**src/rtl/cpu_pkg.sv**
```systemverilog
// Shared types for the ID/EX stage: ALU op codes, forwarding selects and the
// packed ID/EX pipeline register. Field widths follow CpuLen/CpuRegAw; the
// id_ex_stage LEN/REG_AW parameters default to these and must match them.
package cpu_pkg;

  localparam int unsigned CpuLen   = 32;
  localparam int unsigned CpuRegAw = 5;

  typedef enum logic [3:0] {
    ALU_ADD   = 4'b0000,
    ALU_SUB   = 4'b0001,
    ALU_AND   = 4'b0010,
    ALU_OR    = 4'b0011,
    ALU_XOR   = 4'b0100,
    ALU_SLL   = 4'b0101,
    ALU_SRL   = 4'b0110,
    ALU_SRA   = 4'b0111,
    ALU_SLT   = 4'b1000,
    ALU_SLTU  = 4'b1001,
    ALU_SEQ   = 4'b1010,
    ALU_SNE   = 4'b1011,
    ALU_SGE   = 4'b1100,
    ALU_SGEU  = 4'b1101,
    ALU_AUIPC = 4'b1110,
    ALU_LUI   = 4'b1111
  } alu_ctrl_t;

  typedef enum logic [1:0] {
    FWD_REG = 2'b00,
    FWD_MEM = 2'b01,
    FWD_WB  = 2'b10
  } fwd_sel_t;

  typedef struct packed {
    logic                valid;
    logic [CpuLen-1:0]   pc;
    logic [CpuLen-1:0]   rd1;
    logic [CpuLen-1:0]   rd2;
    logic [CpuLen-1:0]   imm_ext;
    logic [CpuRegAw-1:0] rs1;
    logic [CpuRegAw-1:0] rs2;
    logic [CpuRegAw-1:0] rd;
    alu_ctrl_t           alu_ctrl;
    logic                alu_src;
    logic                reg_write;
    logic                mem_read;
    logic                mem_write;
    logic                branch;
    logic                jump;
    logic [1:0]          result_src;
  } id_ex_t;

endpackage

```
**src/rtl/id_ex_stage_if.sv**
```systemverilog
// Bundle of all ID/EX stage signals except clock and reset.
//   slave  : view of the stage itself (decode/forward taps in, EX outputs out)
//   master : view of the surrounding pipeline (drives decode/taps, reads EX)
interface id_ex_stage_if
  import cpu_pkg::*;
#(
  parameter int unsigned LEN    = CpuLen,
  parameter int unsigned REG_AW = CpuRegAw
);
  logic              stall;
  logic              flush;
  logic              id_valid;
  logic [LEN-1:0]    id_pc;
  logic [LEN-1:0]    id_rd1;
  logic [LEN-1:0]    id_rd2;
  logic [LEN-1:0]    id_imm_ext;
  logic [REG_AW-1:0] id_rs1;
  logic [REG_AW-1:0] id_rs2;
  logic              id_use_rs1;
  logic              id_use_rs2;
  logic [REG_AW-1:0] id_rd;
  alu_ctrl_t         id_alu_ctrl;
  logic              id_alu_src;
  logic              id_reg_write;
  logic              id_mem_read;
  logic              id_mem_write;
  logic              id_branch;
  logic              id_jump;
  logic [1:0]        id_result_src;
  logic              mem_reg_write;
  logic [REG_AW-1:0] mem_rd;
  logic [LEN-1:0]    mem_fwd_data;
  logic              wb_reg_write;
  logic [REG_AW-1:0] wb_rd;
  logic [LEN-1:0]    wb_data;
  logic [LEN-1:0]    aluop1;
  logic [LEN-1:0]    aluop2;
  alu_ctrl_t         alu_ctrl;
  logic              ex_valid;
  logic [LEN-1:0]    ex_pc;
  logic [LEN-1:0]    ex_imm_ext;
  logic [LEN-1:0]    ex_store_data;
  logic [REG_AW-1:0] ex_rd;
  logic              ex_reg_write;
  logic              ex_mem_read;
  logic              ex_mem_write;
  logic              ex_branch;
  logic              ex_jump;
  logic [1:0]        ex_result_src;
  logic              hazard_stall;

  modport slave (
    input  stall, flush, id_valid, id_pc, id_rd1, id_rd2, id_imm_ext, id_rs1, id_rs2,
           id_use_rs1, id_use_rs2, id_rd, id_alu_ctrl, id_alu_src, id_reg_write,
           id_mem_read, id_mem_write, id_branch, id_jump, id_result_src,
           mem_reg_write, mem_rd, mem_fwd_data, wb_reg_write, wb_rd, wb_data,
    output aluop1, aluop2, alu_ctrl, ex_valid, ex_pc, ex_imm_ext, ex_store_data, ex_rd,
           ex_reg_write, ex_mem_read, ex_mem_write, ex_branch, ex_jump, ex_result_src,
           hazard_stall
  );

  modport master (
    output stall, flush, id_valid, id_pc, id_rd1, id_rd2, id_imm_ext, id_rs1, id_rs2,
           id_use_rs1, id_use_rs2, id_rd, id_alu_ctrl, id_alu_src, id_reg_write,
           id_mem_read, id_mem_write, id_branch, id_jump, id_result_src,
           mem_reg_write, mem_rd, mem_fwd_data, wb_reg_write, wb_rd, wb_data,
    input  aluop1, aluop2, alu_ctrl, ex_valid, ex_pc, ex_imm_ext, ex_store_data, ex_rd,
           ex_reg_write, ex_mem_read, ex_mem_write, ex_branch, ex_jump, ex_result_src,
           hazard_stall
  );
endinterface

```
**src/rtl/id_ex_stage_fwd_mux.sv**
```systemverilog
// fwd_mux: operand bypass for one source register.
//   src/reg_val       : source index and value captured from the register file
//   mem_*/wb_*        : EX/MEM and MEM/WB write-back taps
//   data/sel          : selected operand and which tap supplied it
// With ID_EX_FORWARD_EN undefined the taps are ignored and data is reg_val.
module fwd_mux
  import cpu_pkg::*;
#(
  parameter int unsigned LEN    = CpuLen,
  parameter int unsigned REG_AW = CpuRegAw
) (
  input  logic [REG_AW-1:0] src,
  input  logic [LEN-1:0]    reg_val,
  input  logic              mem_reg_write,
  input  logic [REG_AW-1:0] mem_rd,
  input  logic [LEN-1:0]    mem_data,
  input  logic              wb_reg_write,
  input  logic [REG_AW-1:0] wb_rd,
  input  logic [LEN-1:0]    wb_data,
  output logic [LEN-1:0]    data,
  output fwd_sel_t          sel
);
`ifdef ID_EX_FORWARD_EN
  // x0 is never forwarded; MEM is younger than WB so it wins.
  always_comb begin
    sel = FWD_REG;
    if (src != '0) begin
      if (mem_reg_write && (mem_rd == src)) begin
        sel = FWD_MEM;
      end else if (wb_reg_write && (wb_rd == src)) begin
        sel = FWD_WB;
      end
    end
  end

  always_comb begin
    data = reg_val;
    unique case (sel)
      FWD_MEM: data = mem_data;
      FWD_WB:  data = wb_data;
      default: data = reg_val;
    endcase
  end
`else
  logic unused_taps;
  assign unused_taps = ^{src, mem_reg_write, mem_rd, mem_data, wb_reg_write, wb_rd, wb_data};
  assign sel  = FWD_REG;
  assign data = reg_val;
`endif
endmodule

```
**src/rtl/id_ex_stage.sv**
```systemverilog
// id_ex_stage: ID/EX pipeline register plus EX operand front end.
//   clk, rst : clock, synchronous active-high reset
//   bus      : id_ex_stage_if.slave (decode inputs, MEM/WB taps, stall/flush,
//              ALU operands, registered EX controls, hazard_stall)
// Register priority per edge: rst > stall (hold) > flush|hazard_stall (bubble) > load.
// Build option ID_EX_FORWARD_EN: enable MEM/WB operand forwarding. Without it,
// hazard_stall also covers every RAW match against EX, MEM and WB producers.
module id_ex_stage
  import cpu_pkg::*;
#(
  parameter int unsigned LEN    = CpuLen,
  parameter int unsigned REG_AW = CpuRegAw
) (
  input logic         clk,
  input logic         rst,
  id_ex_stage_if.slave bus
);
  id_ex_t            ex_q, ex_d;
  logic [LEN-1:0]    rs1_val, rs2_val;
  fwd_sel_t          rs1_sel, rs2_sel;
  logic              load_use, raw_hazard, hazard;

  // The selects are only of interest when probing the pipeline.
  logic unused_sel;
  assign unused_sel = ^{rs1_sel, rs2_sel};

  // Decode slot holds a real instruction that reads register r (r != x0).
  function automatic logic id_reads(input logic [REG_AW-1:0] r);
    return bus.id_valid && (r != '0) &&
           ((bus.id_use_rs1 && (bus.id_rs1 == r)) || (bus.id_use_rs2 && (bus.id_rs2 == r)));
  endfunction

  always_comb begin
    load_use = ex_q.valid && ex_q.mem_read && id_reads(ex_q.rd);
`ifdef ID_EX_FORWARD_EN
    raw_hazard = 1'b0;
`else
    // No bypass anywhere: wait until every in-flight producer has retired.
    raw_hazard = (ex_q.valid && ex_q.reg_write && id_reads(ex_q.rd)) ||
                 (bus.mem_reg_write && id_reads(bus.mem_rd)) ||
                 (bus.wb_reg_write && id_reads(bus.wb_rd));
`endif
    hazard = load_use || raw_hazard;
  end

  always_comb begin
    ex_d = ex_q;
    if (!bus.stall) begin
      if (bus.flush || hazard) begin
        ex_d = '0;
      end else begin
        ex_d.valid      = bus.id_valid;
        ex_d.pc         = bus.id_pc;
        ex_d.rd1        = bus.id_rd1;
        ex_d.rd2        = bus.id_rd2;
        ex_d.imm_ext    = bus.id_imm_ext;
        ex_d.rs1        = bus.id_rs1;
        ex_d.rs2        = bus.id_rs2;
        ex_d.rd         = bus.id_rd;
        ex_d.alu_ctrl   = bus.id_alu_ctrl;
        ex_d.alu_src    = bus.id_alu_src;
        ex_d.reg_write  = bus.id_reg_write && bus.id_valid;
        ex_d.mem_read   = bus.id_mem_read && bus.id_valid;
        ex_d.mem_write  = bus.id_mem_write && bus.id_valid;
        ex_d.branch     = bus.id_branch && bus.id_valid;
        ex_d.jump       = bus.id_jump && bus.id_valid;
        ex_d.result_src = bus.id_result_src;
      end
    end
  end

  always_ff @(posedge clk) begin
    if (rst) begin
      ex_q <= '0;
    end else begin
      ex_q <= ex_d;
    end
  end

  fwd_mux #(.LEN(LEN), .REG_AW(REG_AW)) u_fwd_rs1 (
    .src           (ex_q.rs1),
    .reg_val       (ex_q.rd1),
    .mem_reg_write (bus.mem_reg_write),
    .mem_rd        (bus.mem_rd),
    .mem_data      (bus.mem_fwd_data),
    .wb_reg_write  (bus.wb_reg_write),
    .wb_rd         (bus.wb_rd),
    .wb_data       (bus.wb_data),
    .data          (rs1_val),
    .sel           (rs1_sel)
  );

  fwd_mux #(.LEN(LEN), .REG_AW(REG_AW)) u_fwd_rs2 (
    .src           (ex_q.rs2),
    .reg_val       (ex_q.rd2),
    .mem_reg_write (bus.mem_reg_write),
    .mem_rd        (bus.mem_rd),
    .mem_data      (bus.mem_fwd_data),
    .wb_reg_write  (bus.wb_reg_write),
    .wb_rd         (bus.wb_rd),
    .wb_data       (bus.wb_data),
    .data          (rs2_val),
    .sel           (rs2_sel)
  );

  assign bus.aluop1        = rs1_val;
  assign bus.aluop2        = ex_q.alu_src ? ex_q.imm_ext : rs2_val;
  assign bus.ex_store_data = rs2_val;
  assign bus.alu_ctrl      = ex_q.alu_ctrl;
  assign bus.ex_valid      = ex_q.valid;
  assign bus.ex_pc         = ex_q.pc;
  assign bus.ex_imm_ext    = ex_q.imm_ext;
  assign bus.ex_rd         = ex_q.rd;
  assign bus.ex_reg_write  = ex_q.reg_write;
  assign bus.ex_mem_read   = ex_q.mem_read;
  assign bus.ex_mem_write  = ex_q.mem_write;
  assign bus.ex_branch     = ex_q.branch;
  assign bus.ex_jump       = ex_q.jump;
  assign bus.ex_result_src = ex_q.result_src;
  assign bus.hazard_stall  = hazard;
endmodule

```
**src/flat_wrapper.sv**
```systemverilog
// flat-port wrapper written by rule: the top's interface ports become plain ports
module id_ex_stage_flat import cpu_pkg::*;
#(
  parameter int unsigned LEN    = CpuLen,
  parameter int unsigned REG_AW = CpuRegAw
)
  (clk, rst, bus_stall, bus_flush, bus_id_valid, bus_id_pc, bus_id_rd1, bus_id_rd2, bus_id_imm_ext, bus_id_rs1, bus_id_rs2, bus_id_use_rs1, bus_id_use_rs2, bus_id_rd, bus_id_alu_ctrl, bus_id_alu_src, bus_id_reg_write, bus_id_mem_read, bus_id_mem_write, bus_id_branch, bus_id_jump, bus_id_result_src, bus_mem_reg_write, bus_mem_rd, bus_mem_fwd_data, bus_wb_reg_write, bus_wb_rd, bus_wb_data, bus_aluop1, bus_aluop2, bus_alu_ctrl, bus_ex_valid, bus_ex_pc, bus_ex_imm_ext, bus_ex_store_data, bus_ex_rd, bus_ex_reg_write, bus_ex_mem_read, bus_ex_mem_write, bus_ex_branch, bus_ex_jump, bus_ex_result_src, bus_hazard_stall);
  id_ex_stage_if #(.LEN(LEN), .REG_AW(REG_AW)) bus_i ();
  input logic clk;
  input logic rst;
  input wire logic [$bits(bus_i.stall)-1:0] bus_stall;
  input wire logic [$bits(bus_i.flush)-1:0] bus_flush;
  input wire logic [$bits(bus_i.id_valid)-1:0] bus_id_valid;
  input wire logic [$bits(bus_i.id_pc)-1:0] bus_id_pc;
  input wire logic [$bits(bus_i.id_rd1)-1:0] bus_id_rd1;
  input wire logic [$bits(bus_i.id_rd2)-1:0] bus_id_rd2;
  input wire logic [$bits(bus_i.id_imm_ext)-1:0] bus_id_imm_ext;
  input wire logic [$bits(bus_i.id_rs1)-1:0] bus_id_rs1;
  input wire logic [$bits(bus_i.id_rs2)-1:0] bus_id_rs2;
  input wire logic [$bits(bus_i.id_use_rs1)-1:0] bus_id_use_rs1;
  input wire logic [$bits(bus_i.id_use_rs2)-1:0] bus_id_use_rs2;
  input wire logic [$bits(bus_i.id_rd)-1:0] bus_id_rd;
  input wire logic [$bits(bus_i.id_alu_ctrl)-1:0] bus_id_alu_ctrl;
  input wire logic [$bits(bus_i.id_alu_src)-1:0] bus_id_alu_src;
  input wire logic [$bits(bus_i.id_reg_write)-1:0] bus_id_reg_write;
  input wire logic [$bits(bus_i.id_mem_read)-1:0] bus_id_mem_read;
  input wire logic [$bits(bus_i.id_mem_write)-1:0] bus_id_mem_write;
  input wire logic [$bits(bus_i.id_branch)-1:0] bus_id_branch;
  input wire logic [$bits(bus_i.id_jump)-1:0] bus_id_jump;
  input wire logic [$bits(bus_i.id_result_src)-1:0] bus_id_result_src;
  input wire logic [$bits(bus_i.mem_reg_write)-1:0] bus_mem_reg_write;
  input wire logic [$bits(bus_i.mem_rd)-1:0] bus_mem_rd;
  input wire logic [$bits(bus_i.mem_fwd_data)-1:0] bus_mem_fwd_data;
  input wire logic [$bits(bus_i.wb_reg_write)-1:0] bus_wb_reg_write;
  input wire logic [$bits(bus_i.wb_rd)-1:0] bus_wb_rd;
  input wire logic [$bits(bus_i.wb_data)-1:0] bus_wb_data;
  output wire logic [$bits(bus_i.aluop1)-1:0] bus_aluop1;
  output wire logic [$bits(bus_i.aluop2)-1:0] bus_aluop2;
  output wire logic [$bits(bus_i.alu_ctrl)-1:0] bus_alu_ctrl;
  output wire logic [$bits(bus_i.ex_valid)-1:0] bus_ex_valid;
  output wire logic [$bits(bus_i.ex_pc)-1:0] bus_ex_pc;
  output wire logic [$bits(bus_i.ex_imm_ext)-1:0] bus_ex_imm_ext;
  output wire logic [$bits(bus_i.ex_store_data)-1:0] bus_ex_store_data;
  output wire logic [$bits(bus_i.ex_rd)-1:0] bus_ex_rd;
  output wire logic [$bits(bus_i.ex_reg_write)-1:0] bus_ex_reg_write;
  output wire logic [$bits(bus_i.ex_mem_read)-1:0] bus_ex_mem_read;
  output wire logic [$bits(bus_i.ex_mem_write)-1:0] bus_ex_mem_write;
  output wire logic [$bits(bus_i.ex_branch)-1:0] bus_ex_branch;
  output wire logic [$bits(bus_i.ex_jump)-1:0] bus_ex_jump;
  output wire logic [$bits(bus_i.ex_result_src)-1:0] bus_ex_result_src;
  output wire logic [$bits(bus_i.hazard_stall)-1:0] bus_hazard_stall;
  assign bus_i.stall = bus_stall;
  assign bus_i.flush = bus_flush;
  assign bus_i.id_valid = bus_id_valid;
  assign bus_i.id_pc = bus_id_pc;
  assign bus_i.id_rd1 = bus_id_rd1;
  assign bus_i.id_rd2 = bus_id_rd2;
  assign bus_i.id_imm_ext = bus_id_imm_ext;
  assign bus_i.id_rs1 = bus_id_rs1;
  assign bus_i.id_rs2 = bus_id_rs2;
  assign bus_i.id_use_rs1 = bus_id_use_rs1;
  assign bus_i.id_use_rs2 = bus_id_use_rs2;
  assign bus_i.id_rd = bus_id_rd;
  assign bus_i.id_alu_ctrl = bus_id_alu_ctrl;
  assign bus_i.id_alu_src = bus_id_alu_src;
  assign bus_i.id_reg_write = bus_id_reg_write;
  assign bus_i.id_mem_read = bus_id_mem_read;
  assign bus_i.id_mem_write = bus_id_mem_write;
  assign bus_i.id_branch = bus_id_branch;
  assign bus_i.id_jump = bus_id_jump;
  assign bus_i.id_result_src = bus_id_result_src;
  assign bus_i.mem_reg_write = bus_mem_reg_write;
  assign bus_i.mem_rd = bus_mem_rd;
  assign bus_i.mem_fwd_data = bus_mem_fwd_data;
  assign bus_i.wb_reg_write = bus_wb_reg_write;
  assign bus_i.wb_rd = bus_wb_rd;
  assign bus_i.wb_data = bus_wb_data;
  assign bus_aluop1 = bus_i.aluop1;
  assign bus_aluop2 = bus_i.aluop2;
  assign bus_alu_ctrl = bus_i.alu_ctrl;
  assign bus_ex_valid = bus_i.ex_valid;
  assign bus_ex_pc = bus_i.ex_pc;
  assign bus_ex_imm_ext = bus_i.ex_imm_ext;
  assign bus_ex_store_data = bus_i.ex_store_data;
  assign bus_ex_rd = bus_i.ex_rd;
  assign bus_ex_reg_write = bus_i.ex_reg_write;
  assign bus_ex_mem_read = bus_i.ex_mem_read;
  assign bus_ex_mem_write = bus_i.ex_mem_write;
  assign bus_ex_branch = bus_i.ex_branch;
  assign bus_ex_jump = bus_i.ex_jump;
  assign bus_ex_result_src = bus_i.ex_result_src;
  assign bus_hazard_stall = bus_i.hazard_stall;
  id_ex_stage #(.LEN(LEN), .REG_AW(REG_AW)) u_core (.clk(clk), .rst(rst), .bus(bus_i));
endmodule
```
**config.mk**
```make
export PLATFORM = sky130hd
export DESIGN_NAME = id_ex_stage_flat
export DESIGN_NICKNAME = d
export VERILOG_FILES = /design/src/rtl/cpu_pkg.sv /design/src/rtl/id_ex_stage_if.sv /design/src/rtl/id_ex_stage_fwd_mux.sv /design/src/rtl/id_ex_stage.sv /design/src/flat_wrapper.sv
export SDC_FILE = /design/constraint.sdc
export NUM_CORES = 1
export LEC_CHECK = 0
export CAP_MARGIN = 20
export CORE_AREA = 2 2 164 166
export CTS_BUF_LIST = sky130_fd_sc_hd__clkbuf_16
export DETAILED_ROUTE_END_ITERATION = 6
export DIE_AREA = 0 0 166 168
export GPL_ROUTABILITY_DRIVEN = 0
export PLACE_DENSITY = 0.74
export SYNTH_ARGS = -nofsm -noshare
export SYNTH_HDL_FRONTEND = slang
export SYNTH_HIERARCHICAL = 1
export SYNTH_SLANG_ARGS = --single-unit
```
**constraint.sdc**
```tcl
create_clock -name clk -period 1.8 [get_ports clk]
set_input_delay 0.27 -clock clk [delete_from_list [all_inputs] [get_ports clk]]
set_output_delay 0.27 -clock clk [all_outputs]
set_load 0.03 [all_outputs]
```
==> metrics.txt <==
# TYPE chip_impl_metric gauge
chip_impl_metric{name="fp.coreArea",unit="um^2"} 26400
chip_impl_metric{name="total_gr_overflow",unit=""} 0
chip_impl_metric{name="cap_viol_max_count",unit=""} 0
chip_impl_metric{name="die_h",unit="um"} 168
chip_impl_metric{name="dp_hpwl",unit="mm"} 17.6
chip_impl_metric{name="period_share",unit="%"} 122
chip_impl_metric{name="track_usage",unit="%"} 17.6
chip_impl_info{name="min-delay-path-class",value="in -> reg"} 1
chip_impl_info{name="grt_setup_unrepaired",value="true"} 1
chip_impl_metric{name="drt_first_iter_violations",unit=""} 457
chip_impl_metric{name="htreeDepth",unit=""} 4
chip_impl_info{name="startpoint_type",value="primary input"} 1
chip_impl_metric{name="clock_power_share",unit="%"} 42.6
chip_impl_metric{name="clock_insertion_delay_worst_skew",unit="ps"} 410
chip_impl_metric{name="totalNegativeSetupSlack",unit="ps"} -38920
chip_impl_metric{name="buffer_ports.inserted",unit=""} 351
chip_impl_metric{name="layout_setup_ws",unit="ps"} -405
chip_impl_metric{name="drc_errors",unit=""} 0
chip_impl_metric{name="power.static_leakage",unit="nW"} 5.32
chip_impl_metric{name="timing.final.max_slew_violations",unit=""} 0
chip_impl_metric{name="final_layout_size_suffix_gt1_share",unit="%"} 27.5
chip_impl_metric{name="required_time_of_the_worst_setup_path",unit="ps"} 2120
chip_impl_metric{name="maxSlewHeadroom",unit="%"} 67.9
chip_impl_metric{name="irDropWorstVdd",unit="mV"} 0.465
chip_impl_metric{name="io_pins",unit=""} 416
chip_impl_metric{name="transition_at_the_pin_with_the_smallest_max_transition_slack",unit="ps"} 481
chip_impl_metric{name="via_count",unit=""} 7165
chip_impl_metric{name="synthCells",unit=""} 884
chip_impl_metric{name="grt_first_pass_wirelength",unit="mm"} 39.0
chip_impl_metric{name="design_power_total",unit="mW"} 9.04
chip_impl_metric{name="fill_cell_instance_count_of_the_final_layout",unit=""} 2354
chip_impl_metric{name="drt_pre_antenna_iters",unit=""} 5
chip_impl_metric{name="worst-endpoint-arrival",unit="ps"} 2520
chip_impl_metric{name="cts_hold_buffers",unit=""} 0
chip_impl_metric{name="die-width",unit="um"} 166
chip_impl_info{name="clock_tree.root_cell",value="clkbuf_16"} 1
chip_impl_info{name="end_kind",value="flop"} 1
chip_impl_metric{name="power_density",unit="nW/um^2"} 692
chip_impl_metric{name="synthesis.area",unit="um^2"} 7370
chip_impl_info{name="violations",value="setup timing"} 1
chip_impl_metric{name="route.detailed.wl_per_inst",unit="um"} 18.8
chip_impl_metric{name="final.min_clock_period",unit="ps"} 2200
chip_impl_metric{name="path_max_fanout",unit=""} 6
chip_impl_metric{name="final-hold-violation-count",unit=""} 0
chip_impl_metric{name="maximum_root_to_sink_buffer_count",unit=""} 2
chip_impl_metric{name="share_of_power_burned_in_registers",unit="%"} 38.3
chip_impl_metric{name="start_util",unit="%"} 28.0
chip_impl_metric{name="vias_per_cell",unit=""} 4.76
chip_impl_metric{name="antenna-diode-count",unit=""} 0
chip_impl_metric{name="nNetsFinal",unit=""} 1391
chip_impl_metric{name="grt_start_max_net_pins",unit=""} 57
chip_impl_metric{name="fin_skew",unit="ps"} 10.8
chip_impl_metric{name="numCtsBuffers",unit=""} 17
chip_impl_info{name="status",value="finished, violations left"} 1
chip_impl_metric{name="setup_violations",unit=""} 168
chip_impl_metric{name="postRouteAntennaNets",unit=""} 0
chip_impl_metric{name="power.share.switching",unit="%"} 26.9
chip_impl_metric{name="grt_antenna_before_repair",unit=""} 0
chip_impl_metric{name="wl",unit="mm"} 28.3
chip_impl_metric{name="cts.clk_slew.worst_paths",unit="ps"} 70
chip_impl_metric{name="row_count",unit=""} 60
chip_impl_info{name="cts_tree",value="done"} 1
chip_impl_metric{name="combPwrFrac",unit="%"} 19.0
chip_impl_metric{name="design.die.area",unit="um^2"} 27900
chip_impl_metric{name="synthToLayoutAreaGrowth",unit="%"} 77.2
chip_impl_metric{name="synthesis.yosys.warnings",unit=""} 6
chip_impl_metric{name="syn-num-nets",unit=""} 1122
chip_impl_metric{name="max_clock_freq",unit="MHz"} 454
chip_impl_metric{name="tritoncts_num_sinks",unit=""} 146
chip_impl_metric{name="via_count_of_the_first_global_routing_pass",unit=""} 6945
chip_impl_metric{name="intPower",unit="mW"} 6.61
chip_impl_metric{name="power_switching",unit="mW"} 2.43
chip_impl_info{name="classification_of_the_worst_setup_path",value="in -> reg"} 1
chip_impl_metric{name="syn_area_per_cell",unit="um^2"} 8.34
==> critical path: stages <==
cell and delay [ps]:
dlygate4sd2_1 270, or4_4 550, o211ai_2 250, o22ai_4 120, buf_4 150, buf_6 110
buf_12 140, bufbuf_16 270, clkbuf_16 160, o31ai_2 230
==> worst paths after layout <==
check	cells after the start	start	slack, ps	end
worst min-delay path	3	bus_id_rd[2]	410	u_core/bus.ex_rd[2]$_SDFFE_PP0N_
worst max register to register	10	u_core/bus.ex_rd[4]$_SDFFE_PP0N_	-360	u_core/ex_q[90]$_SDFFE_PP0N_
worst min register to register	2	u_core/ex_q[122]$_SDFFE_PP0N_	450	u_core/ex_q[122]$_SDFFE_PP0N_
worst max-delay path	10	bus_mem_rd[1]	-400	u_core/ex_q[90]$_SDFFE_PP0N_
==> per-layer routing <==
metal	global-route usage [%]	wire [um]
met1	20.6	11900
met2	30.6	14100
met3	5.31	1750
met4	6.28	636
met5	0	0
==> placed cells by master, fill, tap and decap left out, types with 4 or more instances in the layout <==
cell type	instances
nand2_1	288
clkdlybuf4s50_1	276
dfxtp_1	140
o31ai_2	63
o31ai_1	62
buf_6	42
buf_4	39
buf_12	30
clkbuf_16	27
mux2_4	22
dlymetal6s2s_1	21
o31ai_4	21
xor2_1	19
dlygate4sd2_1	15
mux2_2	10
buf_2	9
buf_16	7
nand3_1	7
xnor2_1	6
xor2_2	5
dfxtp_4	5
buf_8	5
bufinv_16	4
inv_6	4
bufbuf_16	4
nor4_1	4
==> through the flow <==
stage                     setup slack, ps  util [%]  std cells  area (um^2)  hold WS (ps)
after floorplan                      44.7         -        884         7380           409
after global placement               -669      40.0       1423        10500           433
after detailed placement             -721      40.0       1423        10500           442
after CTS                            -335      45.4       1486        12000           383
after global routing                 -438      49.6       1506        13100           396
final                                -405      49.6       1506        13100           407
==> power groups by stage <==
stage	sequential (mW)	combinational, mW	clock [mW]
final	3.46	1.72	3.85
after CTS	3.46	1.61	3.94
after detailed placement	3.53	1.53	0
after global routing	3.48	1.81	4.07
after floorplan	3.50	0.830	0
after global placement	3.53	1.52	0
==> registers in the layout, summed over array words and instances, names as in the netlist, 2 cells and up <==
signal and flops:
u_core/bus.ex_imm_ext 32, u_core/bus.ex_pc 32, u_core/bus.ex_result_src 2, u_core/ex_q 65, u_core/bus.alu_ctrl 4, u_core/bus.ex_rd 5
==> timing repair <==
action | CTS | global route
buffers inserted | 21 | 10
endpoints found under the setup margin | 194 | 193
cloned | 11 | 13
pin swaps | 55 | 5
gates resized for setup | 279 | 168
==> cell type report <==
type                            count  area, um^2  share of cell area (%)
Clock buffer                       17         425                    3.26
Sequential cell                   146        2940                    22.5
Clock inverter                     14         203                    1.55
Multi-Input combinational cell    526        3820                    29.2
Tap cell                          341         427                    3.27
Timing Repair Buffer              462        5250                    40.2
Note: power is estimated with default switching activity, not from simulation.
